`src/rtl/steer_pkg.sv`:
```
// Shared types and constants for the ramped quadrature steering driver.
// Holds the FSM states, the gray phase table and the clkdiv floor.
package steer_pkg;

    typedef enum logic {
        IDLE = 1'b0,
        RUN  = 1'b1
    } state_t;

    localparam logic [15:0] CLKDIV_MIN = 16'd4;

    // Index 0..3 walks A,B as 00 -> 01 -> 11 -> 10 (right-hand order).
    localparam logic [3:0][1:0] GRAY_TBL = {2'b10, 2'b11, 2'b01, 2'b00};

    function automatic logic [1:0] gray_at(input logic [1:0] idx);
        return GRAY_TBL[idx];
    endfunction

endpackage

```
`src/rtl/quad_phase.sv`:
```
// Two-bit gray up/down phase register driving the A,B quadrature pair.
// Moves one table position per step pulse; output is registered.
module quad_phase
    import steer_pkg::*;
(
    input  logic       clk_sys,
    input  logic       rst_n,
    input  logic       step,
    input  logic       up,
    output logic [1:0] ab
);

    logic [1:0] idx;
    logic [1:0] idx_nxt;

    assign idx_nxt = up ? idx + 2'd1 : idx - 2'd1;

    // Advance the table index and the registered A,B value on each step.
    always_ff @(posedge clk_sys) begin
        if (!rst_n) begin
            idx <= 2'd0;
            ab  <= 2'b00;
        end else if (step) begin
            idx <= idx_nxt;
            ab  <= gray_at(idx_nxt);
        end
    end

endmodule

```
`src/rtl/steer_ramp_quad.sv`:
```
// Steering request to quadrature converter with an accelerating step rate.
// Period starts at clkdiv_eff and shrinks per step down to a floor.
module steer_ramp_quad
    import steer_pkg::*;
#(
    parameter int unsigned STEP_SHIFT = 3,
    parameter int unsigned MIN_SHIFT  = 2,
    parameter bit          ACCEL_EN   = 1'b1
) (
    input  logic        CLK,
    input  logic        Reset_n,
    input  logic [15:0] clkdiv,
    input  logic        right,
    input  logic        left,
    output logic [1:0]  steer,
    output logic        moving,
    output logic        dir
);

    state_t      state;
    state_t      state_nxt;
    logic [1:0]  req_q;
    logic [15:0] cnt;
    logic [15:0] cnt_nxt;
    logic [15:0] period;
    logic [15:0] period_nxt;
    logic [15:0] eff_q;
    logic [15:0] eff_nxt;
    logic        dir_nxt;
    logic        step;

    logic [15:0] clkdiv_eff;
    logic [15:0] dec;
    logic [15:0] flr;
    logic [15:0] flr_nz;
    logic [15:0] ramp;
    logic        req_right;
    logic        req_left;
    logic        req_one;

    assign req_right  = (req_q == 2'b10);
    assign req_left   = (req_q == 2'b01);
    assign req_one    = req_right | req_left;
    assign clkdiv_eff = (clkdiv < CLKDIV_MIN) ? CLKDIV_MIN : clkdiv;

    // Ramp arithmetic works from the divider latched at RUN entry.
    // A zero floor would wrap cnt, so the floor never drops below 1.
    assign dec    = eff_q >> STEP_SHIFT;
    assign flr    = eff_q >> MIN_SHIFT;
    assign flr_nz = (flr == 16'd0) ? 16'd1 : flr;
    assign ramp   = ({1'b0, period} >= ({1'b0, flr_nz} + {1'b0, dec}))
                  ? period - dec : flr_nz;

    assign moving = (state == RUN);

    // Next-state, counter reload and ramp decisions.
    always_comb begin
        state_nxt  = state;
        cnt_nxt    = cnt;
        period_nxt = period;
        eff_nxt    = eff_q;
        dir_nxt    = dir;
        step       = 1'b0;
        unique case (state)
            IDLE: begin
                if (req_one) begin
                    state_nxt  = RUN;
                    eff_nxt    = clkdiv_eff;
                    period_nxt = clkdiv_eff;
                    cnt_nxt    = clkdiv_eff - 16'd1;
                    dir_nxt    = req_right;
                end
            end
            RUN: begin
                if (!req_one || (req_right != dir)) begin
                    state_nxt  = IDLE;
                    cnt_nxt    = 16'd0;
                    period_nxt = 16'd0;
                end else if (cnt != 16'd0) begin
                    cnt_nxt = cnt - 16'd1;
                end else begin
                    step = 1'b1;
                    if (ACCEL_EN) begin
                        period_nxt = ramp;
                    end
                    cnt_nxt = period_nxt - 16'd1;
                end
            end
            default: state_nxt = IDLE;
        endcase
    end

    // State, request and datapath registers.
    always_ff @(posedge CLK) begin
        if (!Reset_n) begin
            state  <= IDLE;
            req_q  <= 2'b00;
            cnt    <= 16'd0;
            period <= 16'd0;
            eff_q  <= 16'd0;
            dir    <= 1'b1;
        end else begin
            state  <= state_nxt;
            req_q  <= {right, left};
            cnt    <= cnt_nxt;
            period <= period_nxt;
            eff_q  <= eff_nxt;
            dir    <= dir_nxt;
        end
    end

    quad_phase u_phase (
        .clk_sys (CLK),
        .rst_n   (Reset_n),
        .step    (step),
        .up      (dir),
        .ab      (steer)
    );

endmodule
```
`config.mk`:
```
export PLATFORM = sky130hd
export DESIGN_NAME = steer_ramp_quad
export DESIGN_NICKNAME = d
export VERILOG_FILES = /design/src/rtl/steer_pkg.sv /design/src/rtl/quad_phase.sv /design/src/rtl/steer_ramp_quad.sv
export SDC_FILE = /design/constraint.sdc
export NUM_CORES = 1
export LEC_CHECK = 0
export ABC_AREA = 1
export BUFFER_PORTS_ARGS = -buffer_cell sky130_fd_sc_hd__buf_2
export CAP_MARGIN = 20
export CORE_MARGIN = 2
export CORE_UTILIZATION = 64
export CTS_CLUSTER_SIZE = 14
export DETAILED_ROUTE_END_ITERATION = 12
export GPL_TIMING_DRIVEN = 0
export PLACE_DENSITY = 0.78
export REMOVE_ABC_BUFFERS = 1
export SLEW_MARGIN = 40
export SYNTH_ARGS = -nofsm -noshare
export SYNTH_HDL_FRONTEND = slang
export SYNTH_SLANG_ARGS = --single-unit
```
`constraint.sdc`:
```
create_clock -name CLK -period 6.8 [get_ports CLK]
set_input_delay 0.34 -clock CLK [delete_from_list [all_inputs] [get_ports CLK]]
set_output_delay 0.34 -clock CLK [all_outputs]
set_load 0.01 [all_outputs]
```
==> results.json <==
{
  "outcome": "completed",
  "clock-skew-final_ps": 13.0,
  "synth-edff-count": 0,
  "place.port_buffers": 23,
  "detailed_place_hpwl_mm": 12.1,
  "htree_num_levels": 2,
  "crit_path_top_delay_cell": "dfxtp_1",
  "critical_path_peak_fanout": 17,
  "finalCritPeriodShare_pct": 86.6,
  "placementRows": 33,
  "antennaDiodeCount": 0,
  "cts.sink_count": 53,
  "register_area_um2": 1060,
  "total_of_flip_flops_plus_latches_after_synthesis": 53,
  "pre_cts_ws_ps": 927,
  "place.gp.congestion": 0.963,
  "post_synth_inst_count": 891,
  "multiInputGateArea_um2": 3860,
  "gr-total-overflow": 0,
  "grt_max_degree": 48,
  "synth_top_area_share_pct": 19.2,
  "path_clk_slew_ps": 90,
  "detail_route.vias_per_cell": 5.83,
  "setup_viol": 0,
  "synth_seq_area_share_pct": 19.2,
  "die_h_um": 97.0,
  "cell_area_after_technology_mapping_um2": 5540,
  "vias_in_the_first_global_route": 5616,
  "area.growth.synth_to_final_pct": 4.27,
  "postPlaceCellArea_um2": 5670,
  "detail-route-antenna-nets": 0,
  "synth_cell_types": 49,
  "worst_ir_drop_vdd_v": 0.000147,
  "total_routed_wirelength_mm": 15.4,
  "count_of_yosys_warnings_during_synthesis": 0,
  "cts_setup_buffers": 0,
  "hold_class": "primary input to register",
  "yosysMostFrequentCell": "nand2_1",
  "clock.fmax_ghz": 0.170,
  "starting_density_of_the_core_pct": 66.7,
  "routed_wire_length_per_instance_um": 15.4,
  "chipWidth_um": 97.0,
  "postCtsHoldBufs": 0,
  "drt_first_pass_iters": 5,
  "yosys.area.top_type": "dfxtp_1",
  "worst_ep_required_time_ps": 7040,
  "cts_buffer_depth": 2,
  "finish.net_count": 968,
  "critical_path.most_common_cell": "nand2_1",
  "finalWorstSetupSlack_ps": 911,
  "clockRootBuffer": "clkbuf_8",
  "crit_path_start_kind": "register",
  "critical_path.endpoint_type": "register",
  "initial_antenna_violation_count": 0,
  "cts_tree": "built",
  "proportion_of_synthesized_flip_flops_having_asynchronous_set_or_reset_pct": 0,
  "cp_data_arrival_time_ps": 6130,
  "cts.repair.resized": 0,
  "dr_total_vias": 5828,
  "layout.filler_cells": 790,
  "period_minus_ws_final_ps": 5890,
  "clkLatencyLatePin_ps": 310,
  "largest_stage_delay_on_the_critical_path_ps": 390,
  "p_leak_uw": 0.00297,
  "num_io_pins": 24,
  "design_power_total_uw": 1380,
  "reg2reg_setup_slack_ps": 910,
  "max-cap-violations": 0,
  "postSynthAreaPerCell_um2": 6.22,
  "total_neg_setup_slack_ps": 0,
  "worst_slew_pin_slew_ps": 786,
  "grt_setup_unrepaired": "false",
  "hold_violations": 0,
  "synth_area_leaders": "dfxtp_1, nand2_1, ha_1",
  "fraction_of_layout_cells_with_a_size_suffix_above_1_pct": 10.4,
  "cts_made_buffers": 5,
  "grt_pass1_wl_mm": 25.7,
  "power.density_cell_area_nw_per_um2": 240,
  "report.final.slew_viol_count": 0,
  "worstSetupPathType": "register to register",
  "detailedRoute.firstIterationViolations": 419,
  "stdcell_area_um2": 5770,
  "most_instantiated_cells_after_synthesis": "nand2_1, inv_1, a21oi_1, nand3_1, nor2_1",
  "grt.total_usage_pct": 32.8,
  "fp.dieArea_um2": 9410,
  "area_of_the_core_um2": 8300,
  "synthFlopType": "dfxtp_1",
  "drc_errors": 0,
  "slew_headroom_pct": 47.3
}
==> cells in the final DEF (no fill, tap or decap), types with 9 or more instances in the layout <==
| cell | instances |
|---|---|
| nand3_1 | 72 |
| ha_1 | 51 |
| nand3_2 | 9 |
| a21oi_1 | 74 |
| dfxtp_1 | 53 |
| inv_1 | 116 |
| nand2_1 | 217 |
| nor2_2 | 9 |
| nor2_1 | 68 |
| nand4_1 | 14 |
| buf_2 | 23 |
| xor2_1 | 18 |
| nand2_2 | 12 |
| inv_2 | 10 |
| a31oi_1 | 13 |
| o21ai_0 | 63 |
==> report_power, final <==
group | switching (µW) | total, µW | internal, µW
clock | 102 | 209 | 107
sequential | 35.8 | 381 | 345
combinational | 531 | 794 | 263
total | 668 | 1380 | 715
==> state kept, by name, summed over array words and instances (netlist names) <==
register	count
eff_q	14
cnt	16
req_q	2
u_phase.idx	1
dir	1
moving	1
period	16
u_phase.ab	2
==> stage by stage <==
| step | instances | hold WS [ps] | utilization, % |
|---|---|---|---|
| floorplan | 864 | 433 | - |
| global placement | 992 | 432 | 68.0 |
| detailed placement | 993 | 438 | 68.3 |
| CTS | 1000 | 220 | 69.5 |
| global route | 1000 | 242 | 69.6 |
| finish | 1000 | 219 | 69.6 |
==> final timing paths <==
check	cells past startpoint	start	end
min	3	right	req_q[1]$_SDFF_PN0_
min reg2reg	2	u_phase.ab[0]$_SDFFE_PN0P_	u_phase.ab[0]$_SDFFE_PN0P_
max	35	eff_q[14]$_SDFFE_PN0P_	cnt[8]$_SDFFE_PN0P_
max reg2reg	35	eff_q[14]$_SDFFE_PN0P_	cnt[8]$_SDFFE_PN0P_
==> per-layer routing <==
metal	global-route usage (%)	vias up	routed length (µm)
li1	-	2908	-
met1	42.9	2664	6610
met2	56.4	221	7390
met3	2.75	35	1000
met4	11.7	0	397
met5	0	-	0
==> area by class of cell <==
type	count	share of cell area (%)
multi-input combinational	682	66.8
sequential	53	18.4
inverter	129	8.47
tap	105	2.28
timing repair buffer	24	2.25
clock buffer	5	1.19
clock inverter	2	0.607
==> kinds of logic (layout without fill, tap and decap cells) <==
family	after synthesis	count (layout)	synth area share [%]
and+or+nand+nor	430	430	36.0
adders and majority gates	53	53	12.2
buffers and inverters	156	160	11.4
AOI/OAI and AO/OA	175	175	17.4
xor gates and xnor gates	24	24	3.80
DFF	53	53	19.2
==> worst max-delay path: cells and delay by family (launching register included) <==
family | cells | cell delay (ps)
XOR/XNOR | 2 | 330
AO/OA/AOI/OAI | 8 | 1410
buffers and inverters | 3 | 260
adder cells (fa/ha/maj) | 4 | 1000
flip-flops | 1 | 390
AND/OR/NAND/NOR | 18 | 2400
Note: power is estimated with default switching activity, not from simulation.
